===== src/rtl/alarm_pkg.sv =====
// Shared types and field widths for the multi-entry alarm engine.
package alarm_pkg;

  localparam int unsigned HOUR_W   = 5;
  localparam int unsigned MIN_W    = 6;
  localparam int unsigned MAX_HOUR = 23;
  localparam int unsigned MAX_MIN  = 59;

  typedef enum logic [1:0] {
    IDLE,
    RING,
    SNOOZE
  } alarm_state_t;

endpackage


===== src/rtl/alarm_match.sv =====
// Combinational compare of the alarm table against the current time,
// producing the match mask and the lowest matching index.
module alarm_match
  import alarm_pkg::*;
#(
  parameter int unsigned NUM_ALARMS = 4,
  parameter int unsigned IDX_W      = 2
) (
  input  logic                                tick,
  input  logic [7:0]                          hour,
  input  logic [7:0]                          minute,
  input  logic [7:0]                          second,
  input  logic [NUM_ALARMS-1:0][HOUR_W-1:0]   ent_hour,
  input  logic [NUM_ALARMS-1:0][MIN_W-1:0]    ent_min,
  input  logic [NUM_ALARMS-1:0]               ent_on,
  output logic [NUM_ALARMS-1:0]               match,
  output logic                                any_match,
  output logic [IDX_W-1:0]                    first_idx,
  output logic [NUM_ALARMS-1:0]               first_mask
);

  logic at_minute_start;

  assign at_minute_start = tick && (second == 8'd0);

  always_comb begin
    match      = '0;
    any_match  = 1'b0;
    first_idx  = '0;
    first_mask = '0;
    for (int unsigned i = 0; i < NUM_ALARMS; i++) begin
      // Out-of-range stored values are kept verbatim but must never fire.
      match[i] = at_minute_start && ent_on[i]
                 && (ent_hour[i] <= HOUR_W'(MAX_HOUR))
                 && (ent_min[i]  <= MIN_W'(MAX_MIN))
                 && (hour   == {{(8-HOUR_W){1'b0}}, ent_hour[i]})
                 && (minute == {{(8-MIN_W){1'b0}}, ent_min[i]});
      if (match[i] && !any_match) begin
        any_match     = 1'b1;
        first_idx     = IDX_W'(i);
        first_mask[i] = 1'b1;
      end
    end
  end

endmodule


===== src/rtl/multi_alarm_ctrl.sv =====
// Multi-entry alarm engine: entry table, 1 Hz match, ring/snooze/stop FSM
// and sticky record of matches that arrived while already busy.
module multi_alarm_ctrl
  import alarm_pkg::*;
#(
  parameter int unsigned NUM_ALARMS  = 4,
  parameter int unsigned IDX_W       = 2,
  parameter int unsigned RING_SECS   = 60,
  parameter int unsigned SNOOZE_SECS = 300,
  parameter int unsigned MAX_SNOOZE  = 3
) (
  input  logic                  clk,
  input  logic                  rst,
  input  logic                  clk1sec,
  input  logic [7:0]            hour,
  input  logic [7:0]            minute,
  input  logic [7:0]            second,
  input  logic                  wr_en,
  input  logic [IDX_W-1:0]      wr_idx,
  input  logic [4:0]            wr_hour,
  input  logic [5:0]            wr_min,
  input  logic                  wr_on,
  input  logic                  snooze,
  input  logic                  stop,
  input  logic [IDX_W-1:0]      rd_idx,
  output logic [4:0]            rd_hour,
  output logic [5:0]            rd_min,
  output logic                  rd_on,
  output logic                  ringing,
  output logic [IDX_W-1:0]      ring_idx,
  output logic                  snoozing,
  output logic [1:0]            snooze_left,
  output logic [NUM_ALARMS-1:0] missed
);

  localparam int unsigned RW = (RING_SECS   < 2) ? 1 : $clog2(RING_SECS + 1);
  localparam int unsigned SW = (SNOOZE_SECS < 2) ? 1 : $clog2(SNOOZE_SECS + 1);
  localparam logic [RW-1:0] RING_LAST   = RW'(RING_SECS - 1);
  localparam logic [SW-1:0] SNOOZE_LAST = SW'(SNOOZE_SECS - 1);
  localparam logic [1:0]    SNZ_INIT    = 2'(MAX_SNOOZE);

  logic [NUM_ALARMS-1:0][HOUR_W-1:0] ent_hour;
  logic [NUM_ALARMS-1:0][MIN_W-1:0]  ent_min;
  logic [NUM_ALARMS-1:0]             ent_on;
  logic                              tick_d;

  alarm_state_t          state, state_n;
  logic [IDX_W-1:0]      ring_idx_n;
  logic [RW-1:0]         ring_cnt, ring_cnt_n;
  logic [SW-1:0]         snz_cnt, snz_cnt_n;
  logic [1:0]            snooze_left_n;
  logic [NUM_ALARMS-1:0] missed_n;

  logic [NUM_ALARMS-1:0] match;
  logic [NUM_ALARMS-1:0] first_mask;
  logic                  any_match;
  logic [IDX_W-1:0]      first_idx;
  logic                  kill;

  always_ff @(posedge clk) begin
    if (rst) begin
      ent_hour <= '0;
      ent_min  <= '0;
      ent_on   <= '0;
      tick_d   <= 1'b0;
    end else begin
      tick_d <= clk1sec;
      for (int unsigned i = 0; i < NUM_ALARMS; i++) begin
        if (wr_en && (wr_idx == IDX_W'(i))) begin
          ent_hour[i] <= wr_hour;
          ent_min[i]  <= wr_min;
          ent_on[i]   <= wr_on;
        end
      end
    end
  end

  always_comb begin
    rd_hour = '0;
    rd_min  = '0;
    rd_on   = 1'b0;
    for (int unsigned i = 0; i < NUM_ALARMS; i++) begin
      if (rd_idx == IDX_W'(i)) begin
        rd_hour = ent_hour[i];
        rd_min  = ent_min[i];
        rd_on   = ent_on[i];
      end
    end
  end

  alarm_match #(
    .NUM_ALARMS (NUM_ALARMS),
    .IDX_W      (IDX_W)
  ) u_match (
    .tick       (tick_d),
    .hour       (hour),
    .minute     (minute),
    .second     (second),
    .ent_hour   (ent_hour),
    .ent_min    (ent_min),
    .ent_on     (ent_on),
    .match      (match),
    .any_match  (any_match),
    .first_idx  (first_idx),
    .first_mask (first_mask)
  );

  assign kill = wr_en && (wr_idx == ring_idx) && !wr_on;

  always_ff @(posedge clk) begin
    if (rst) begin
      state       <= IDLE;
      ring_idx    <= '0;
      ring_cnt    <= '0;
      snz_cnt     <= '0;
      snooze_left <= SNZ_INIT;
      missed      <= '0;
    end else begin
      state       <= state_n;
      ring_idx    <= ring_idx_n;
      ring_cnt    <= ring_cnt_n;
      snz_cnt     <= snz_cnt_n;
      snooze_left <= snooze_left_n;
      missed      <= missed_n;
    end
  end

  always_comb begin
    state_n       = state;
    ring_idx_n    = ring_idx;
    ring_cnt_n    = ring_cnt;
    snz_cnt_n     = snz_cnt;
    snooze_left_n = snooze_left;
    missed_n      = stop ? '0 : missed;
    unique case (state)
      IDLE: begin
        if (any_match) begin
          state_n       = RING;
          ring_idx_n    = first_idx;
          ring_cnt_n    = '0;
          snooze_left_n = SNZ_INIT;
          missed_n      = missed_n | (match & ~first_mask);
        end
      end
      RING: begin
        // Busy: every fresh match is only recorded, including on the exit cycle.
        missed_n = missed_n | match;
        if (stop || kill) begin
          state_n = IDLE;
        end else if (snooze && (snooze_left != 2'd0)) begin
          state_n       = SNOOZE;
          snooze_left_n = snooze_left - 2'd1;
          snz_cnt_n     = '0;
        end else if (tick_d) begin
          if (ring_cnt == RING_LAST) begin
            state_n    = IDLE;
            ring_cnt_n = '0;
          end else begin
            ring_cnt_n = ring_cnt + RW'(1);
          end
        end
      end
      SNOOZE: begin
        missed_n = missed_n | match;
        if (stop || kill) begin
          state_n = IDLE;
        end else if (tick_d) begin
          if (snz_cnt == SNOOZE_LAST) begin
            state_n    = RING;
            ring_cnt_n = '0;
            snz_cnt_n  = '0;
          end else begin
            snz_cnt_n = snz_cnt + SW'(1);
          end
        end
      end
      default: state_n = IDLE;
    endcase
  end

  assign ringing  = (state == RING);
  assign snoozing = (state == SNOOZE);

endmodule


===== config.mk =====
export PLATFORM = sky130hd
export DESIGN_NAME = multi_alarm_ctrl
export DESIGN_NICKNAME = d
export VERILOG_FILES = /design/src/rtl/alarm_pkg.sv /design/src/rtl/alarm_match.sv /design/src/rtl/multi_alarm_ctrl.sv
export SDC_FILE = /design/constraint.sdc
export NUM_CORES = 1
export LEC_CHECK = 0
export BUFFER_PORTS_ARGS = -buffer_cell sky130_fd_sc_hd__buf_2
export CAP_MARGIN = 25
export CORE_ASPECT_RATIO = 1.25
export CORE_MARGIN = 5
export CORE_UTILIZATION = 55
export CTS_CLUSTER_SIZE = 40
export DETAILED_ROUTE_END_ITERATION = 7
export GPL_TIMING_DRIVEN = 0
export PLACE_DENSITY = 0.78
export SLEW_MARGIN = 20
export SYNTH_ARGS = -nofsm -noshare
export SYNTH_HDL_FRONTEND = slang
export SYNTH_SLANG_ARGS = --single-unit

===== constraint.sdc =====
create_clock -name clk -period 3.9 [get_ports clk]
set_input_delay 0.585 -clock clk [delete_from_list [all_inputs] [get_ports clk]]
set_output_delay 0.585 -clock clk [all_outputs]
set_load 0.02 [all_outputs]

==> run metrics <==
met1 WL 4.55 mm; FP Rows 35; RSZ-0062 raised after global routing no; CP endpoint kind primary output; Worst-Margin Slew 0.990 ns; layout cells sized above 1 16.6%; most frequent cell after synthesis dfxtp_1; Initial DRC Count 197; nature of the critical path startpoint input port; Leak 1.90 nW; DR top layer met4; initial antenna violation count 0; Worst Path Arrival 2.28 ns; Clock Latency Late Sink 0.36 ns; worst-path fanout max 10; P per Cell Area 343 mW/mm^2; # diodes 0; DR vias/cell 6.07; # nets final 615; R2R Path Start state[1]$_SDFFE_PP0P_; Yosys top cell by area dfxtp_1; total CTS buffers 9; Synth Register Bits 74; Post-Syn Nets 544; largest cells by area after synthesis dfxtp_1, mux4_2, nand2_1; Area Growth Syn to Fin 15.0%; Die Area 0.00941 mm^2; deepest clock path buffer count 2; critical path cell sequence buf_2 > buf_1 > mux4_2 > buf_2; Tcrit/Tclk final 73.6%; number of instances in the placed design 643; Met3 Wirelength 796 um; synth warn 0; Slew HR 34.0%; DR vias 3993; first-pass GRT wire length 19.2 mm; syn avg cell area 8.47 um^2; ANT nets after route 0; DRC violations left 0; clk root buf clkbuf_8; Post-synth top cells dfxtp_1, nand2_1, nor2_1, a21oi_1, mux2i_1; Die Width 87.8 um; Crit path top cell by count buf_2; Worst-path clk slew 0.07 ns; hold_sp missed[2]$_SDFF_PP0_; final setup vio count 0; met2 wire length 5.96 mm; DP HPWL 9.01 mm; DR WL/cell 18.2 um; max incr delay on CP 0.74 ns; Post-Route WL 12.0 mm; worst setup path start rd_idx[0]; largest net degree at the start of global routing 13; Ports 68; Max VDD drop 385 uV; setup TNS 0 ns; CTS tree yes; post-cts gate resize count 0; setup bufs post-CTS 0; Final Critical Period 2.87 ns; Yosys top cell area share 35.6%; core footprint 0.00736 mm^2; post-synthesis sequential area ratio 35.6%; Mapped Cells 491; status complete, no violations; Syn Std Cell Area 0.00416 mm^2; Max-cap violations 0; f_max 0.349 GHz; DRT Pass-1 Iters 5; final hold violations 0; EDFF count, synth 0; max-slew violation count 0; Setup Crit Path Kind in2out; cts hold-fix bufs 0; total number of H-tree levels 3; required time worst endpoint 3.31 ns; global placement routability congestion 1.02; Min-Delay Path Class reg2reg; Most used DFF post-synth dfxtp_1; initial core utilization 56.5%; Clock Sinks 74; GRT Util Overall 26.5%; Die Y 107 um; Port Buffer Count 60; Clock Skew 0.00893 ns; Synth cell types 52; async set-reset flop share out of synthesis 0%; Post-Layout Cell Count 658; Worst path slowest cell buf_1; vias in the first global route 3956; total gr overflow 0
[worst max-delay path: cells and delay by family]
| family | cells | cell delay [ns] |
|---|---|---|
| mux | 1 | 0.64 |
| buf+inv | 3 | 1.04 |
[state kept, by name (all words and copies together), names as in the netlist]
register and flops:
ring_cnt 6, snz_cnt 9, snooze_left 2, ent_min 24, tick_d 1, ring_idx 2
ent_hour 20, ent_on 4, state 2, missed 4
[cells in the final DEF, fill, tap and decap left out, types with 3 or more instances in the layout]
master	synthesis	final
mux4_2	12	12
mux2i_1	24	24
nor2_1	48	48
dfxtp_1	74	74
o21ai_0	13	13
nand3_1	10	10
nor3_1	6	6
or4_1	5	5
nand2_1	70	70
a21oi_1	42	42
xor2_1	21	21
o21ai_1	3	3
nor4_1	8	8
buf_1	4	4
inv_1	13	13
ha_1	7	7
clkbuf_1	20	21
nand4b_1	3	3
nand4_1	11	11
xnor2_1	23	23
and3_1	10	10
buf_2	2	62
o31ai_1	4	4
or3_1	3	3
clkbuf_8	0	9
nor2b_1	8	8
o211ai_1	7	7
nand2b_1	9	9
[kinds of logic (layout without fill, tap and decap cells)]
group           count (synthesis)  in the layout  share of synthesized area, %
compound gates                 88             88                          13.1
xor+xnor                       44             44                          9.27
fa+ha+maj                       7              7                          2.11
buf+inv                        40            115                          3.85
flops                          74             74                          35.6
mux                            36             36                          12.3
simple gates                  202            202                          23.7
[layer usage]
metal / global-route usage, % / vias to the layer above
met1: 29.0 / 1888
met5: 0 / -
met2: 46.5 / 177
li1: - / 1880
met3: 3.92 / 48
met4: 17.4 / 0
[report_power, final]
group	internal [W]	leakage (nW)	total [W]	switching, W
logic	0.0000774	1.21	0.000197	0.000120
clock network	0.000356	0.0984	0.000650	0.000294
registers	0.000772	0.600	0.000791	0.0000188
[through the flow]
| stage | setup slack, ns | power [W] | hold slack (ns) | area (um^2) | utilization, % |
|---|---|---|---|---|---|
| 2_1_floorplan | 1.39 | 0.000923 | 0.446 | 4160 | - |
| 3_3_place_gp | 1.08 | 0.000998 | 0.459 | 4570 | 62.2 |
| 3_5_place_dp | 1.02 | 0.00100 | 0.471 | 4570 | 62.2 |
| 4_1_cts | 1.02 | 0.00164 | 0.464 | 4780 | 65.0 |
| 5_1_grt | 0.936 | 0.00170 | 0.483 | 4780 | 65.0 |
| 6_report | 1.03 | 0.00164 | 0.474 | 4780 | 65.0 |
[area by class of cell]
cell class,instances,area (um^2)
inverter,13,48.8
sequential,74,1480
tap,92,115
multi-input combinational,377,2520
buffer,27,111
clock buffer,10,128
timing repair buffer,60,300
clock inverter,5,80.1
fill,663,2570
[final timing paths]
path / depth (start not counted) / slack (ns) / endpoint
worst max-delay path: 4 / 1.03 / rd_on
worst min-delay path: 2 / 0.47 / missed[2]$_SDFF_PP0_
worst max register to register: 9 / 1.47 / state[0]$_SDFFE_PP0P_
worst min register to register: 2 / 0.47 / missed[2]$_SDFF_PP0_
No activity file was read; power rests on OpenSTA's default activity.
